--- config.mk ---
export PLATFORM = sky130hd
export DESIGN_NAME = mlp_layer_sequencer_flat
export DESIGN_NICKNAME = d
export VERILOG_FILES = /design/src/rtl/mlp_seq_pkg.sv /design/src/rtl/mlp_layer_sequencer_if.sv /design/src/rtl/mlp_addr_gen.sv /design/src/rtl/mlp_layer_sequencer.sv /design/src/flat_wrapper.sv
export SDC_FILE = /design/constraint.sdc
export NUM_CORES = 2
export LEC_CHECK = 0
export BUFFER_PORTS_ARGS = -buffer_cell sky130_fd_sc_hd__buf_2
export CAP_MARGIN = 20
export CELL_PAD_IN_SITES_DETAIL_PLACEMENT = 2
export CELL_PAD_IN_SITES_GLOBAL_PLACEMENT = 2
export CORE_MARGIN = 2
export CORE_UTILIZATION = 41
export CTS_CLUSTER_SIZE = 30
export DETAILED_ROUTE_END_ITERATION = 8
export GPL_TIMING_DRIVEN = 1
export PLACE_DENSITY = 0.86
export SYNTH_ARGS = -nofsm -noshare
export SYNTH_HDL_FRONTEND = slang
export SYNTH_SLANG_ARGS = --single-unit
--- constraint.sdc ---
create_clock -name clk -period 19.45 [get_ports clk]
set_input_delay 0.9725 -clock clk [delete_from_list [all_inputs] [get_ports clk]]
set_output_delay 0.9725 -clock clk [all_outputs]
set_load 0.02 [all_outputs]
--- src/rtl/mlp_seq_pkg.sv ---
`default_nettype none
// ============================================================================
//  Module   : mlp_seq_pkg
//  Purpose  : Shared constants and FSM state encoding for the MLP layer
//             sequencer.
//  Revision : 1.0 - initial release
// ============================================================================
package mlp_seq_pkg;

  // Default largest legal layer count accepted from the header.
  localparam int MAX_LAYERS_DEF = 3;

  // Default RAM address width in bytes.
  localparam int ADDR_W_DEF = 15;

  // Sequencer states; explicit 4-bit encoding.
  typedef enum logic [3:0] {
    S_IDLE  = 4'd0,
    S_HDR1  = 4'd1,
    S_HDR2  = 4'd2,
    S_CHECK = 4'd3,
    S_LOAD  = 4'd4,
    S_ISSUE = 4'd5,
    S_WAIT  = 4'd6,
    S_NEXT  = 4'd7,
    S_DONE  = 4'd8,
    S_ERR   = 4'd9
  } state_t;

endpackage
`default_nettype wire

--- src/rtl/mlp_layer_sequencer_if.sv ---
`default_nettype none
// ============================================================================
//  Module   : mlp_layer_sequencer_if
//  Purpose  : Bundles the UART receive stream, RAM write port, neuron job
//             handshake and result/status outputs of the layer sequencer.
//  Revision : 1.0 - initial release
// ============================================================================
interface mlp_layer_sequencer_if #(
  parameter int ADDR_W = 15
);

  // UART receive side
  logic [7:0]        rx_data;
  logic              rx_valid;

  // RAM write port
  logic              ram_we;
  logic [ADDR_W-1:0] ram_addr;
  logic [7:0]        ram_wdata;

  // Neuron job handshake
  logic              neu_start;
  logic [ADDR_W-1:0] neu_in_base;
  logic [ADDR_W-1:0] neu_w_base;
  logic [7:0]        neu_len;
  logic              neu_done;
  logic [7:0]        neu_result;

  // Results and status
  logic              out_valid;
  logic [7:0]        out_data;
  logic              busy;
  logic              done;
  logic              err;

  // Sequencer side
  modport master (
    input  rx_data, rx_valid, neu_done, neu_result,
    output ram_we, ram_addr, ram_wdata,
    output neu_start, neu_in_base, neu_w_base, neu_len,
    output out_valid, out_data, busy, done, err
  );

  // Environment side (UART, RAM, neuron unit)
  modport slave (
    output rx_data, rx_valid, neu_done, neu_result,
    input  ram_we, ram_addr, ram_wdata,
    input  neu_start, neu_in_base, neu_w_base, neu_len,
    input  out_valid, out_data, busy, done, err
  );

endinterface
`default_nettype wire

--- src/rtl/mlp_addr_gen.sv ---
`default_nettype none
// ============================================================================
//  Module   : mlp_addr_gen
//  Purpose  : Combinational address arithmetic for the sequencer: total
//             load size, RAM footprint, and the input/weight/activation
//             addresses of neuron j in layer k.
//  Revision : 1.0 - initial release
// ============================================================================
module mlp_addr_gen #(
  parameter int ADDR_W = 15
) (
  input  logic [7:0]        n_i,
  input  logic [7:0]        h_i,
  input  logic [7:0]        l_i,
  input  logic [7:0]        k_i,
  input  logic [7:0]        j_i,
  output logic [ADDR_W+2:0] total_o,
  output logic [ADDR_W+2:0] need_o,
  output logic [ADDR_W-1:0] in_base_o,
  output logic [ADDR_W-1:0] w_base_o,
  output logic [ADDR_W-1:0] act_addr_o
);

  localparam int WW = ADDR_W + 3;
  localparam logic [WW-1:0] ONE = {{(WW-1){1'b0}}, 1'b1};

  logic [WW-1:0] n_w, h_w, l_w, k_w, j_w;
  logic [WW-1:0] hn_w, hh_w, l1_base_w;

  assign n_w = WW'(n_i);
  assign h_w = WW'(h_i);
  assign l_w = WW'(l_i);
  assign k_w = WW'(k_i);
  assign j_w = WW'(j_i);

  assign hn_w      = h_w * n_w;
  assign hh_w      = h_w * h_w;
  assign l1_base_w = n_w + hn_w;

  // Inputs + layer-0 weights + hidden-layer weights. L==0 wraps here but is
  // rejected by the header check before the value is ever used.
  assign total_o = l1_base_w + (l_w - ONE) * hh_w;

  // Loaded bytes plus room for every activation.
  assign need_o  = total_o + l_w * h_w;

  // Layer 0 reads the raw inputs; later layers read the previous layer's
  // activations, which sit right after the loaded image.
  assign in_base_o = (k_i == 8'd0) ? '0
                   : ADDR_W'(total_o + (k_w - ONE) * h_w);

  assign w_base_o  = (k_i == 8'd0) ? ADDR_W'(n_w + j_w * n_w)
                   : ADDR_W'(l1_base_w + (k_w - ONE) * hh_w + j_w * h_w);

  assign act_addr_o = ADDR_W'(total_o + k_w * h_w + j_w);

endmodule
`default_nettype wire

--- src/rtl/mlp_layer_sequencer.sv ---
`default_nettype none
// ============================================================================
//  Module   : mlp_layer_sequencer
//  Purpose  : Top-level MLP controller. Parses the N/L/H header, loads the
//             input vector and weights into RAM, runs the neuron unit
//             neuron-by-neuron and layer-by-layer, writes activations back
//             and streams out the final layer.
//  Revision : 1.0 - initial release
// ============================================================================
module mlp_layer_sequencer
  import mlp_seq_pkg::*;
#(
  parameter int ADDR_W     = ADDR_W_DEF,
  parameter int MAX_LAYERS = MAX_LAYERS_DEF
) (
  input  logic                 clk,
  input  logic                 reset,
  mlp_layer_sequencer_if.master bus
);

  localparam int WW = ADDR_W + 3;
  localparam logic [WW-1:0] ONE       = {{(WW-1){1'b0}}, 1'b1};
  localparam logic [WW-1:0] RAM_BYTES = {3'b001, {ADDR_W{1'b0}}};
  localparam logic [7:0]    MAX_L     = 8'(MAX_LAYERS);

  state_t            state_q, state_d;
  logic [7:0]        n_q, n_d, l_q, l_d, h_q, h_d;
  logic [7:0]        k_q, k_d, j_q, j_d;
  logic [WW-1:0]     ptr_q, ptr_d;
  logic [ADDR_W-1:0] in_base_q, in_base_d;
  logic [ADDR_W-1:0] w_base_q, w_base_d;
  logic [ADDR_W-1:0] act_q, act_d;
  logic [7:0]        len_q, len_d;

  logic [WW-1:0]     total_w, need_w;
  logic [ADDR_W-1:0] gen_in_base_w, gen_w_base_w, gen_act_w;
  logic              hdr_bad_w;

  // Addresses are generated for the job about to be issued (k_d/j_d) so
  // they can be registered as the FSM enters ISSUE.
  mlp_addr_gen #(.ADDR_W(ADDR_W)) u_addr_gen (
    .n_i        (n_q),
    .h_i        (h_q),
    .l_i        (l_q),
    .k_i        (k_d),
    .j_i        (j_d),
    .total_o    (total_w),
    .need_o     (need_w),
    .in_base_o  (gen_in_base_w),
    .w_base_o   (gen_w_base_w),
    .act_addr_o (gen_act_w)
  );

  assign hdr_bad_w = (n_q == 8'd0) || (h_q == 8'd0) || (l_q == 8'd0) ||
                     (l_q > MAX_L) || (need_w > RAM_BYTES);

  // Next-state, counters and strobes.
  always_comb begin
    state_d       = state_q;
    n_d           = n_q;
    l_d           = l_q;
    h_d           = h_q;
    k_d           = k_q;
    j_d           = j_q;
    ptr_d         = ptr_q;
    bus.ram_we    = 1'b0;
    bus.ram_addr  = '0;
    bus.ram_wdata = 8'd0;
    bus.neu_start = 1'b0;
    bus.out_valid = 1'b0;
    bus.out_data  = 8'd0;

    case (state_q)
      S_IDLE: begin
        if (bus.rx_valid) begin
          n_d     = bus.rx_data;
          state_d = S_HDR1;
        end
      end
      S_HDR1: begin
        if (bus.rx_valid) begin
          l_d     = bus.rx_data;
          state_d = S_HDR2;
        end
      end
      S_HDR2: begin
        if (bus.rx_valid) begin
          h_d     = bus.rx_data;
          state_d = S_CHECK;
        end
      end
      S_CHECK: begin
        if (hdr_bad_w) begin
          state_d = S_ERR;
        end else begin
          ptr_d   = '0;
          state_d = S_LOAD;
        end
      end
      S_LOAD: begin
        if (bus.rx_valid) begin
          bus.ram_we    = 1'b1;
          bus.ram_addr  = ptr_q[ADDR_W-1:0];
          bus.ram_wdata = bus.rx_data;
          ptr_d         = ptr_q + ONE;
          if (ptr_q == total_w - ONE) begin
            k_d     = 8'd0;
            j_d     = 8'd0;
            state_d = S_ISSUE;
          end
        end
      end
      S_ISSUE: begin
        bus.neu_start = 1'b1;
        state_d       = S_WAIT;
      end
      S_WAIT: begin
        if (bus.neu_done) begin
          bus.ram_we    = 1'b1;
          bus.ram_addr  = act_q;
          bus.ram_wdata = bus.neu_result;
          if (k_q == l_q - 8'd1) begin
            bus.out_valid = 1'b1;
            bus.out_data  = bus.neu_result;
          end
          state_d = S_NEXT;
        end
      end
      S_NEXT: begin
        if (j_q + 8'd1 == h_q) begin
          j_d = 8'd0;
          k_d = k_q + 8'd1;
          state_d = (k_q + 8'd1 == l_q) ? S_DONE : S_ISSUE;
        end else begin
          j_d     = j_q + 8'd1;
          state_d = S_ISSUE;
        end
      end
      S_DONE:  state_d = S_DONE;
      S_ERR:   state_d = S_ERR;
      default: state_d = S_IDLE;
    endcase
  end

  // Capture job operands on entry to ISSUE and hold them through WAIT.
  always_comb begin
    in_base_d = in_base_q;
    w_base_d  = w_base_q;
    act_d     = act_q;
    len_d     = len_q;
    if (state_d == S_ISSUE) begin
      in_base_d = gen_in_base_w;
      w_base_d  = gen_w_base_w;
      act_d     = gen_act_w;
      len_d     = (k_d == 8'd0) ? n_q : h_q;
    end
  end

  // Status levels and registered job operands.
  always_comb begin
    bus.busy        = !(state_q inside {S_IDLE, S_DONE, S_ERR});
    bus.done        = (state_q == S_DONE);
    bus.err         = (state_q == S_ERR);
    bus.neu_in_base = in_base_q;
    bus.neu_w_base  = w_base_q;
    bus.neu_len     = len_q;
  end

  // State, header, counter and operand registers.
  always_ff @(posedge clk) begin
    if (reset) begin
      state_q   <= S_IDLE;
      n_q       <= 8'd0;
      l_q       <= 8'd0;
      h_q       <= 8'd0;
      k_q       <= 8'd0;
      j_q       <= 8'd0;
      ptr_q     <= '0;
      in_base_q <= '0;
      w_base_q  <= '0;
      act_q     <= '0;
      len_q     <= 8'd0;
    end else begin
      state_q   <= state_d;
      n_q       <= n_d;
      l_q       <= l_d;
      h_q       <= h_d;
      k_q       <= k_d;
      j_q       <= j_d;
      ptr_q     <= ptr_d;
      in_base_q <= in_base_d;
      w_base_q  <= w_base_d;
      act_q     <= act_d;
      len_q     <= len_d;
    end
  end

endmodule
`default_nettype wire

--- src/flat_wrapper.sv ---
// flat-port wrapper written by rule: the top's interface ports become plain ports
module mlp_layer_sequencer_flat import mlp_seq_pkg::*;
#(
  parameter int ADDR_W     = ADDR_W_DEF,
  parameter int MAX_LAYERS = MAX_LAYERS_DEF
)
  (clk, reset, bus_rx_data, bus_rx_valid, bus_neu_done, bus_neu_result, bus_ram_we, bus_ram_addr, bus_ram_wdata, bus_neu_start, bus_neu_in_base, bus_neu_w_base, bus_neu_len, bus_out_valid, bus_out_data, bus_busy, bus_done, bus_err);
  mlp_layer_sequencer_if #(.ADDR_W(ADDR_W)) bus_i ();
  input  logic clk;
  input  logic reset;
  input wire logic [$bits(bus_i.rx_data)-1:0] bus_rx_data;
  input wire logic [$bits(bus_i.rx_valid)-1:0] bus_rx_valid;
  input wire logic [$bits(bus_i.neu_done)-1:0] bus_neu_done;
  input wire logic [$bits(bus_i.neu_result)-1:0] bus_neu_result;
  output wire logic [$bits(bus_i.ram_we)-1:0] bus_ram_we;
  output wire logic [$bits(bus_i.ram_addr)-1:0] bus_ram_addr;
  output wire logic [$bits(bus_i.ram_wdata)-1:0] bus_ram_wdata;
  output wire logic [$bits(bus_i.neu_start)-1:0] bus_neu_start;
  output wire logic [$bits(bus_i.neu_in_base)-1:0] bus_neu_in_base;
  output wire logic [$bits(bus_i.neu_w_base)-1:0] bus_neu_w_base;
  output wire logic [$bits(bus_i.neu_len)-1:0] bus_neu_len;
  output wire logic [$bits(bus_i.out_valid)-1:0] bus_out_valid;
  output wire logic [$bits(bus_i.out_data)-1:0] bus_out_data;
  output wire logic [$bits(bus_i.busy)-1:0] bus_busy;
  output wire logic [$bits(bus_i.done)-1:0] bus_done;
  output wire logic [$bits(bus_i.err)-1:0] bus_err;
  assign bus_i.rx_data = bus_rx_data;
  assign bus_i.rx_valid = bus_rx_valid;
  assign bus_i.neu_done = bus_neu_done;
  assign bus_i.neu_result = bus_neu_result;
  assign bus_ram_we = bus_i.ram_we;
  assign bus_ram_addr = bus_i.ram_addr;
  assign bus_ram_wdata = bus_i.ram_wdata;
  assign bus_neu_start = bus_i.neu_start;
  assign bus_neu_in_base = bus_i.neu_in_base;
  assign bus_neu_w_base = bus_i.neu_w_base;
  assign bus_neu_len = bus_i.neu_len;
  assign bus_out_valid = bus_i.out_valid;
  assign bus_out_data = bus_i.out_data;
  assign bus_busy = bus_i.busy;
  assign bus_done = bus_i.done;
  assign bus_err = bus_i.err;
  mlp_layer_sequencer #(.ADDR_W(ADDR_W), .MAX_LAYERS(MAX_LAYERS)) u_core (.clk(clk), .reset(reset), .bus(bus_i));
endmodule
==> reports/summary.txt <==
asr flop ratio synth = 0
reg-to-reg endpoint = u_core.bus.neu_w_base[14]$_SDFFE_PP0N_
clock sinks = 115
Reg2Reg Depth = 62
worst setup path category = flop to flop
Final Max Tran Viols = 0
Top-Level Pins = 95
ANT nets after route = 0
Crit path buffers/inverters = 11
DPL Wire Length = 111000 µm
Fmax achieved = 48.4 MHz
Non-Filler Instances = 4604
critical path's slowest cell = o21ai_0
worst-margin pin slew = 1380 ps
pre-CTS setup slack = -757 ps
CTS clk-pin slew, worst paths = 70 ps
synth cell count leaders = inv_1 (677), fa_1 (487), ha_1 (329)
Seq cells post-synth = 115
core area = 72800 µm²
Clock Tree Root = clkbuf_16
largest net degree at the start of global routing = 93
first-pass GRT wire length = 231000 µm
most common cell type on the critical path = fa_1
WP data required = 19740 ps
Mapped Area = 30100 µm²
PnR worst setup slack = -1220 ps
vias post-DR = 30353
H-tree depth = 4
Tcrit/Tclk final = 1.06
area grow syn2layout = 9.11%
clock buffer count from CTS = 17
GP Congestion = 0.914
initial drt markers = 3306
hold crit path type = flop to flop
remaining global-route overflow = 0
post-route cell area = 32900 µm²
Mapped Avg Cell Area = 8.44 µm²
critical path depth = 62
GRT Total Usage = 0.422
most frequent cell after synthesis = inv_1
vias in the first global route = 34773
Pwr Density = 58.7 nW/µm²
CP startpoint kind = flop
outcome = complete, but fails checks
R2R Path Start = u_core.h_q[7]$_SDFFE_PP0P_
cell count after synthesis = 3573
CP endpoint kind = flop
initial antenna violation count = 14
r2r setup slk = -1220 ps
# setup viols final = 5
dominant cell type by area after synthesis = fa_1
Worst path top cell family by delay = adder cells
post-synth top area share = 0.323
vias per inst = 6.59
crit path capture = u_core.bus.neu_w_base[14]$_SDFFE_PP0N_
count of different cell masters after synthesis = 99
hold buffer count at CTS = 0
TritonCTS clock tree = yes
maximum VDD drop = 0.0622 mV
Pleak = 16.0 nW
crit path max fanout = 30
worst skew pair latency = 490 ps
# nets final = 4455
Die ar. = 75700 µm²
clock buffer depth = 2
die height = 275 µm
beginning of the critical path = u_core.h_q[7]$_SDFFE_PP0P_
Critical Path Max Stage Delay = 990 ps
leading register cell type out of synthesis = dfxtp_1
max_slew headroom = 0.0571
initial core utilization = 0.414
DR WL/cell = 38.0 µm
ratio of cells with drive above 1 in the final layout = 0.0942
port bufs = 94
Die X = 275 µm
Post-route DRC = 0
Min Clock Period, post-route = 20670 ps
top post-synthesis cells by area = fa_1 (32%), ha_1 (14%), inv_1 (8.4%), dfxtp_1 (7.6%), xnor2_1 (4.2%)
post-synthesis sequential area ratio = 0.0764
Final Hold Vio Count = 0
first-pass iteration count of the detailed router = 6
Max Cap Viol = 0
Setup Skew = 34.8 ps
Placed Area = 31800 µm²
Hold WS = 496 ps
total wire length = 175000 µm
number of enable flip-flop cells after synthesis = 0
Yosys warning count = 0
violated checks = negative setup slack
Placed Cells = 4533
CP arrival = 20960 ps
FP Rows = 99
registers in the layout, indices dropped and copies added (netlist names):
name,count
u_core.ptr_q,18
u_core.h_q,8
u_core.state_q,4
u_core.bus.neu_in_base,15
u_core.act_q,15
u_core.k_q,8
u_core.bus.neu_len,8
u_core.l_q,8
u_core.j_q,8
u_core.n_q,8
u_core.bus.neu_w_base,15
per-stage QoR:
step	power (W)	setup TNS (ps)	util
global route	0.00196	-3180	0.451
global placement	0.00122	0	0.436
finish	0.00193	-2440	0.452
detailed placement	0.00131	-757	0.436
CTS	0.00175	0	0.447
floorplan	0.000926	0	-
final cells by class:
| type | count | area (µm²) |
|---|---|---|
| fill | 7941 | 39900 |
| timing repair buffer | 196 | 1280 |
| clock buffer | 18 | 429 |
| tap | 959 | 1200 |
| clock inverter | 14 | 201 |
| multi-input combinational | 2599 | 24800 |
| antenna | 13 | 32.5 |
| sequential | 115 | 2320 |
| inverter | 690 | 2610 |
worst min path at each step:
stage | startpoint | to | slack, ps | depth (start not counted)
floorplan | u_core.act_q[12]$_SDFFE_PP0N_ | u_core.act_q[12]$_SDFFE_PP0N_ | 460 | 2
global placement | u_core.bus.neu_in_base[12]$_SDFFE_PP0N_ | u_core.bus.neu_in_base[12]$_SDFFE_PP0N_ | 450 | 2
detailed placement | u_core.bus.neu_in_base[8]$_SDFFE_PP0N_ | u_core.bus.neu_in_base[8]$_SDFFE_PP0N_ | 460 | 2
CTS | u_core.bus.neu_in_base[12]$_SDFFE_PP0N_ | u_core.bus.neu_in_base[12]$_SDFFE_PP0N_ | 480 | 2
global route | u_core.bus.neu_in_base[7]$_SDFFE_PP0N_ | u_core.bus.neu_in_base[7]$_SDFFE_PP0N_ | 520 | 2
finish | u_core.bus.neu_in_base[7]$_SDFFE_PP0N_ | u_core.bus.neu_in_base[7]$_SDFFE_PP0N_ | 500 | 2
metal layers:
layer	vias up	GRT usage	share of wire
met5	-	0	0.0015
met1	15015	0.414	0.31
met3	1460	0.136	0.11
met2	2592	0.692	0.45
li1	11270	-	-
met4	16	0.422	0.13
logic make-up after synthesis:
family                   share of synthesized area
AO/OA/AOI/OAI                               0.0963
XOR/XNOR                                    0.0660
adder cells (fa/ha/maj)                      0.460
buffers and inverters                        0.108
flip-flops                                  0.0764
multiplexers                                0.0175
other                                     0.000124
AND/OR/NAND/NOR                              0.176
tightest hold or removal path: stages (launching register included):
cell	delay, ps
dfxtp_1	310
nand2b_1	70
a21oi_1	60
cells in the final DEF, fill, tap and decap left out, types with 51 or more instances in the layout:
| master | n |
|---|---|
| inv_1 | 673 |
| fa_1 | 486 |
| ha_1 | 323 |
| nor2_1 | 317 |
| nand2_1 | 307 |
| and2_1 | 168 |
| xnor2_1 | 140 |
| a21oi_1 | 132 |
| dfxtp_1 | 108 |
| buf_4 | 97 |
| buf_2 | 93 |
| nand2b_1 | 61 |
| o21ai_0 | 56 |
| xor2_1 | 51 |
power breakdown:
part           total, W  internal, W  switching (W)
Sequential     0.000247     0.000238     0.00000904
Combinational   0.00131     0.000432       0.000882
Clock          0.000370     0.000216       0.000154
repair_timing:
action                                  in CTS  in global routing
endpoints found under the setup margin       2                  2
pin swaps                                    4                  8
resized for setup                           25                 52
buffers inserted                             8                 17
hold endpoints to repair                     0                  0
Note: power is estimated with default switching activity, not from simulation.
